==> config.mk <==
export PLATFORM = sky130hd
export DESIGN_NAME = fetch_sequencer
export DESIGN_NICKNAME = d
export VERILOG_FILES = /design/src/rtl/fetch_pkg.sv /design/src/rtl/fetch_timeout_timer.sv /design/src/rtl/fetch_sequencer.sv
export SDC_FILE = /design/constraint.sdc
export NUM_CORES = 1
export LEC_CHECK = 0
export CAP_MARGIN = 25
export CORE_MARGIN = 4
export CORE_UTILIZATION = 50
export CTS_BUF_LIST = sky130_fd_sc_hd__clkbuf_8
export CTS_CLUSTER_DIAMETER = 30
export DETAILED_ROUTE_END_ITERATION = 8
export GPL_ROUTABILITY_DRIVEN = 0
export PLACE_DENSITY_LB_ADDON = 0.12
export SYNTH_ARGS = -nofsm -noshare
export SYNTH_HDL_FRONTEND = slang
export SYNTH_HIERARCHICAL = 1
export SYNTH_SLANG_ARGS = --single-unit
==> constraint.sdc <==
create_clock -name clock -period 2.4 [get_ports clock]
set_clock_uncertainty 0.15 [all_clocks]
set_input_delay 0.36 -clock clock [delete_from_list [all_inputs] [get_ports clock]]
set_output_delay 0.36 -clock clock [all_outputs]
set_load 0.02 [all_outputs]
==> src/rtl/fetch_pkg.sv <==
// Shared types and constants for the instruction-fetch sequencer.
package fetch_pkg;

    // Sequencer states
    typedef enum logic [2:0] {
        IDLE,
        REQ,
        WAIT_MEM,
        HOLD,
        FAULT
    } fetch_state_t;

    // PC control word codes
    localparam logic [1:0] PC_HOLD  = 2'b00;
    localparam logic [1:0] PC_INC   = 2'b01;
    localparam logic [1:0] PC_LOAD  = 2'b10;
    localparam logic [1:0] PC_CLEAR = 2'b11;

endpackage

==> src/rtl/fetch_timeout_timer.sv <==
// Memory-wait timer: counts enabled cycles and flags when TIMEOUT is reached.
// The count stops at TIMEOUT so it never wraps while the sequencer reacts.
module fetch_timeout_timer #(
    parameter int TIMEOUT = 15
) (
    input  logic clock,
    input  logic reset,
    input  logic clear,
    input  logic enable,
    output logic expired
);

    localparam int TW = $clog2(TIMEOUT + 1);
    localparam logic [TW-1:0] LIMIT = TW'(TIMEOUT);

    logic [TW-1:0] count;

    // Count wait cycles; clear has priority, count holds at the limit
    always_ff @(posedge clock or posedge reset) begin
        if (reset) begin
            count <= '0;
        end else if (clear) begin
            count <= '0;
        end else if (enable && (count != LIMIT)) begin
            count <= count + 1'b1;
        end
    end

    assign expired = (count == LIMIT);

endmodule

==> src/rtl/fetch_sequencer.sv <==
// Instruction-fetch control sequencer: drives the PC control word, IR load
// strobe and memory request, handles branch redirects (including ones that
// arrive while a fetch is in flight) and flags memory timeouts.
// Optional build macro FETCH_PERF_EN adds fetch_count / stall_count outputs.
module fetch_sequencer
    import fetch_pkg::*;
#(
    parameter int N       = 16,
    parameter int TIMEOUT = 15
) (
    input  logic         clock,
    input  logic         reset,
    input  logic         start,
    input  logic         halt,
    input  logic         mem_ack,
    input  logic         instr_taken,
    input  logic         redirect,
    input  logic [N-1:0] redirect_addr,
    output logic [1:0]   pc_cw,
    output logic [N-1:0] pc_target,
    output logic         mem_req,
    output logic         ir_load,
    output logic         instr_valid,
    output logic         busy,
`ifdef FETCH_PERF_EN
    output logic [31:0]  fetch_count,
    output logic [31:0]  stall_count,
`endif
    output logic         fault
);

    fetch_state_t state, state_nxt;
    logic         halt_pend, halt_pend_nxt;
    logic         redir_pend, redir_pend_nxt;
    logic [N-1:0] redir_addr, redir_addr_nxt;
    logic         timer_clear, timer_en, timer_expired;
    logic         start_eff, start_accept, halt_seen;

    fetch_timeout_timer #(
        .TIMEOUT (TIMEOUT)
    ) u_timer (
        .clock   (clock),
        .reset   (reset),
        .clear   (timer_clear),
        .enable  (timer_en),
        .expired (timer_expired)
    );

    // Next-state decision and the cycle-immediate PC / IR controls
    always_comb begin
        state_nxt      = state;
        halt_pend_nxt  = halt_pend;
        redir_pend_nxt = redir_pend;
        redir_addr_nxt = redir_addr;
        pc_cw          = PC_HOLD;
        pc_target      = '0;
        ir_load        = 1'b0;
        timer_clear    = 1'b1;
        timer_en       = 1'b0;
        start_accept   = 1'b0;
        // keeps the PC clear strobe quiet while reset is held
        start_eff      = start & ~reset;
        halt_seen      = halt_pend | halt;

        case (state)
            IDLE: begin
                if (start_eff) begin
                    start_accept   = 1'b1;
                    pc_cw          = PC_CLEAR;
                    state_nxt      = REQ;
                    halt_pend_nxt  = 1'b0;
                    redir_pend_nxt = 1'b0;
                end
            end

            REQ, WAIT_MEM: begin
                if (halt) begin
                    halt_pend_nxt = 1'b1;
                end
                if (mem_ack) begin
                    if (redirect || redir_pend) begin
                        // data belongs to the abandoned path: drop it, refetch
                        pc_cw          = PC_LOAD;
                        pc_target      = redirect ? redirect_addr : redir_addr;
                        redir_pend_nxt = 1'b0;
                        state_nxt      = REQ;
                    end else begin
                        ir_load   = 1'b1;
                        state_nxt = HOLD;
                    end
                end else if ((state == WAIT_MEM) && timer_expired) begin
                    state_nxt      = FAULT;
                    halt_pend_nxt  = 1'b0;
                    redir_pend_nxt = 1'b0;
                end else begin
                    timer_clear = 1'b0;
                    timer_en    = 1'b1;
                    state_nxt   = WAIT_MEM;
                    if (redirect) begin
                        redir_pend_nxt = 1'b1;
                        redir_addr_nxt = redirect_addr;
                    end
                end
            end

            HOLD: begin
                if (redirect) begin
                    pc_cw         = PC_LOAD;
                    pc_target     = redirect_addr;
                    state_nxt     = halt_seen ? IDLE : REQ;
                    halt_pend_nxt = 1'b0;
                end else if (instr_taken) begin
                    pc_cw         = halt_seen ? PC_HOLD : PC_INC;
                    state_nxt     = halt_seen ? IDLE : REQ;
                    halt_pend_nxt = 1'b0;
                end else if (halt) begin
                    halt_pend_nxt = 1'b1;
                end
            end

            FAULT: begin
                if (start_eff) begin
                    start_accept   = 1'b1;
                    pc_cw          = PC_CLEAR;
                    state_nxt      = REQ;
                    halt_pend_nxt  = 1'b0;
                    redir_pend_nxt = 1'b0;
                end
            end

            default: begin
                state_nxt = IDLE;
            end
        endcase
    end

    // State, pending flags and registered per-state outputs
    always_ff @(posedge clock or posedge reset) begin
        if (reset) begin
            state       <= IDLE;
            halt_pend   <= 1'b0;
            redir_pend  <= 1'b0;
            redir_addr  <= '0;
            mem_req     <= 1'b0;
            instr_valid <= 1'b0;
            busy        <= 1'b0;
            fault       <= 1'b0;
        end else begin
            state       <= state_nxt;
            halt_pend   <= halt_pend_nxt;
            redir_pend  <= redir_pend_nxt;
            redir_addr  <= redir_addr_nxt;
            mem_req     <= (state_nxt == REQ) || (state_nxt == WAIT_MEM);
            instr_valid <= (state_nxt == HOLD);
            busy        <= (state_nxt == REQ) || (state_nxt == WAIT_MEM) ||
                           (state_nxt == HOLD);
            fault       <= (state_nxt == FAULT);
        end
    end

`ifdef FETCH_PERF_EN
    function automatic logic [31:0] sat_inc(input logic [31:0] v);
        return (v == 32'hFFFF_FFFF) ? v : v + 32'd1;
    endfunction

    // Performance counters: fetched instructions and memory stall cycles
    always_ff @(posedge clock or posedge reset) begin
        if (reset) begin
            fetch_count <= '0;
            stall_count <= '0;
        end else if (start_accept) begin
            fetch_count <= '0;
            stall_count <= '0;
        end else begin
            if (ir_load) begin
                fetch_count <= sat_inc(fetch_count);
            end
            if (state == WAIT_MEM) begin
                stall_count <= sat_inc(stall_count);
            end
        end
    end
`else
    logic unused_start_accept;
    assign unused_start_accept = start_accept;
`endif

endmodule

==> results <==
- The run finished with clean final reports.
- The number of remaining DRC errors is 0.
- The total power divided by cell area is just over 1000 nW/µm².
- Of the total power, the clock network draws 0.167.
- The leakage power of the design is roughly 1.1 nW.
- For this design the top-level I/O count stands at 46.
- After detailed routing, the wire length on met1 is roughly 1800 µm.
- The total internal power is about 1.5 mW.
- The switching power share of the total is 0.363.
- The height of the chip is 65.9 µm.
- The total of warnings raised by yosys is 6.
- Of the cells placed in the final design, the portion with a size suffix greater than 1 is 0.348.
- The worst hold path belongs to the class in2async.
- The total die area is between 4000 and 5000 µm².
- The max-slew violation count is 0.
- TritonCTS created 5 clock buffers.
- The maximum achievable frequency is about 0.43 GHz.
- The total wire length after detailed routing is around 4200 µm.
- The clock root buffer master is sky130_fd_sc_hd__clkbuf_8.
- For this configuration, the core starts out at a cell density of 0.536.
- The total nets after synthesis is between 150 and 200.
- For flop-to-flop paths, the worst setup slack is 270 ps.
- After synthesis, the largest family of logic cells by area is compound AO/OA/AOI/OAI gates.
- The first-pass GRT wire length is around 7000 µm.
- The adder and majority gate portion of the synthesized area is 0.0142.
- The complex-gate fraction of the synthesized area was 0.180.
- Synthesis handed over a netlist of 148 instances.
- Measured in cells, the most critical reg-to-reg path has a length of 8.
- During placement, the flow inserted port buffers numbering 45.
- The worst pin sits at a relative slew slack of 0.778.
- The worst register-to-register path ends at u_timer/count[3].
- Across all layers, the routed design uses 1417 vias.
- Yosys attributes the largest share of cell area to sky130_fd_sc_hd__dfrtp_1 43%, sky130_fd_sc_hd__mux2_4 9.9%, sky130_fd_sc_hd__a22o_1 8.4%.
- The number of nets with antenna violations after detailed routing is 0.
- From left edge to right edge, the die measures approximately 66 µm.
- The detailed-route vias per instance is between 5 and 6.
- For the pin with the worst max-slew slack, the measured transition is roughly 330 ps.
- Before antenna repair, the detailed router went through 4 iterations.
- The met2 routed wirelength is 2040 µm.
- The most used flip-flop cell after synthesis is sky130_fd_sc_hd__dfrtp_1.
- After layout, the design draws a total of 2.40 mW.
- The detailed route wirelength on metal3 is between 200 and 250 µm.
- The H-tree was split into 2 levels.
- Traced cell by cell, the critical path runs through maj3_2, and3_4, a22o_1, clkdlybuf4s15_2.
- The area share of xor/xnor cells in the synthesized design is 0.00523.
- The via count of the first global-routing pass came to roughly 1500.
- Setup repair after global routing left no endpoint under its margin.
- The critical path is of the reg2out type.
- The post-detailed-placement half-perimeter wirelength is a little under 3000 µm.
- The core area is 3130 µm².
- The power share of the sequential group is 0.341.
- Setup violations remaining at the end of the flow were counted as 0.
- The worst register-to-register path begins at u_timer/count[0].
- Max-cap violations in this run came to 0.
- Summing every instance area after synthesis gives 1680 µm².
- The clock input transition at the sequential cells of the worst setup and hold paths is about 60 ps.
- The detailed-route wire length per cell is roughly 16 µm.
- Counting flops with an async set or reset pin after synthesis yields a share of 1.00.
- sky130_fd_sc_hd__dfrtp_1 is the most common cell in the netlist.
- The post-synthesis simple-gate area fraction is 0.160.
- Summed over all nets, the switching power comes to between 0.8 and 0.9 mW.
- A synthesized cell averages 11.3 µm².
- The proportion of netlist area held by the largest area contributor is 0.433.
- The repair_antennas step left the layout with diodes totalling 0.
- Among all stages on the critical path, the largest delay is contributed by sky130_fd_sc_hd__dfrtp_2.
- The data required time at the worst endpoint is ~1900 ps.
- The peak fanout along the critical path is 8.
- On the worst path, the slowest cell contributes a delay of 450 ps.
- The endpoint type of the worst setup path is an output pin.
- The worst vdd rail ir drop is 601 µV.
- The final net count is 234.
- The cell taking the most area after synthesis is sky130_fd_sc_hd__dfrtp_1.
- After routing, the total negative slack on setup checks comes to 0 ps.
- For this run, the total global-route usage over all layers was measured as 0.210.
- Entering global routing, the biggest net connects 26 pins.
- For this run, the register share of the synthesized area comes to 0.433.
- The hold violation count in the final report was 0.
- Dividing the final minimum period by the clock period gives 0.967.
- The combinational power share is 0.492.
- Data on the critical path arrives at its endpoint at roughly 1800 ps.
- For the finished layout, the period the worst path requires is roughly 2300 ps.
- At the later pin of the worst-skew pair, clock insertion delay measures between 200 and 300 ps.
- The type of element launching the critical path is a register.
- The clock tree from TritonCTS is built.
- For this design, the CTS-stage hold fixing added 0 buffers.
- The synthesized design contains 29 register bits.
- Yosys mapped a number of flops with a built-in enable equal to 0.
- Ranked by instance count, the synthesized netlist is headed by 29 x sky130_fd_sc_hd__dfrtp_1, 16 x sky130_fd_sc_hd__a22o_1, 11 x sky130_fd_sc_hd__mux2_4, 11 x sky130_fd_sc_hd__nand2_1, 9 x sky130_fd_sc_hd__a21oi_1.
- The highest metal layer carrying signal wires in the routed design is met4.
- The tree built by TritonCTS fans out to 29 sinks.
- The maximum root-to-sink buffer count is 2.
- After floorplanning, the core was divided into 20 placement rows.
- Synthesis instantiated between 40 and 50 different standard cells from the library.
- The number of antenna violations at the first check in global routing came to 0.
- Buffers added to address setup during post-CTS repair amount to 0.
- For this run the aggregate overflow at the end of global routing stands at 0.
- For this block, the initial DRC count from the detailed router was 80.
- Compared with the post-synthesis result, the final layout area differs by 38.7%.
- Measured against the total synthesized area, the mux share comes to 0.151.
## critical path, delay by kind of cell (launching register included)
kind	cells	cell delay, ps
DFF	1	450
buffers and inverters	1	250
adders and majority gates	1	350
and+or+nand+nor	1	230
AOI/OAI and AO/OA	1	240
## registers in the layout, indices dropped and copies added (netlist names)
register	cells
instr_valid	1
fault	1
redir_pend	1
mem_req	1
u_timer/count	4
halt_pend	1
redir_addr	16
state	3
busy	1
## metrics by stage
step	instances	instance area [µm²]	worst slack, ps	hold slack (ps)	utilization
final	254	2320	78.9	293	0.743
after global routing	254	2320	17.8	301	0.743
after global placement	246	2250	-275	337	0.719
after detailed placement	246	2250	-302	346	0.719
after floorplan	148	1680	405	-23.9	-
after CTS	254	2350	1.53	293	0.752
## worst max-delay path by stage
stage               slack [ps]        startpoint  cells past startpoint          endpoint
floorplan                  400  u_timer/count[0]                      7  u_timer/count[0]
global placement          -280           mem_ack                      5      pc_target[6]
detailed placement        -300           mem_ack                      5     pc_target[14]
CTS                          2           mem_ack                      5     pc_target[11]
global route                20          state[0]                      6      pc_target[0]
finish                      80          state[0]                      4      pc_target[6]
## cells in the final DEF, fill, tap and decap left out, types with 3 or more instances in the layout
master / count
sky130_fd_sc_hd__nor2b_1: 3
sky130_fd_sc_hd__mux2_4: 11
sky130_fd_sc_hd__nor2_1: 6
sky130_fd_sc_hd__o21ai_0: 5
sky130_fd_sc_hd__nand2b_1: 6
sky130_fd_sc_hd__a21oi_1: 9
sky130_fd_sc_hd__clkdlybuf4s15_2: 8
sky130_fd_sc_hd__clkbuf_8: 6
sky130_fd_sc_hd__buf_4: 17
sky130_fd_sc_hd__a22o_1: 16
sky130_fd_sc_hd__buf_2: 9
sky130_fd_sc_hd__inv_1: 5
sky130_fd_sc_hd__clkdlybuf4s50_1: 24
sky130_fd_sc_hd__nand2_1: 11
sky130_fd_sc_hd__and3_4: 3
sky130_fd_sc_hd__mux2_2: 6
sky130_fd_sc_hd__dfrtp_1: 28
## per-layer routing
metal / GRT usage / vias to the layer above
met2: 0.364 / 44
li1: - / 673
met4: 0.0933 / 0
met5: 0 / -
met1: 0.245 / 694
met3: 0.0476 / 6
## logic make-up (layout without fill, tap and decap cells)
| kind of cell | Yosys count | in the layout |
|---|---|---|
| muxes | 19 | 19 |
| buffers and inverters | 13 | 74 |
| adders and majority gates | 2 | 2 |
| AOI/OAI and AO/OA | 42 | 42 |
| and+or+nand+nor | 42 | 43 |
| xor gates and xnor gates | 1 | 1 |
| DFF | 29 | 29 |
## final cells by class
| cell class | instances | area [µm²] |
|---|---|---|
| Clock buffer | 6 | 82.6 |
| Sequential cell | 29 | 727 |
| Fill cell | 228 | 805 |
| Multi-Input combinational cell | 107 | 875 |
| Clock inverter | 1 | 3.75 |
| Tap cell | 44 | 55.1 |
| Inverter | 4 | 15.0 |
| Timing Repair Buffer | 63 | 566 |
## power by group through the flow
stage	registers, mW	logic, mW	clock network, mW
floorplan	0.813	0.805	0
global placement	0.804	1.17	0
detailed placement	0.820	1.21	0
CTS	0.814	1.20	0.408
global route	0.842	1.29	0.429
finish	0.819	1.18	0.400
## what timing repair did
action,4_1_cts,5_1_grt
gates resized for setup,57,12
cloned,1,0
setup endpoints to repair,19,16
No activity file was read; power rests on OpenSTA's default activity.
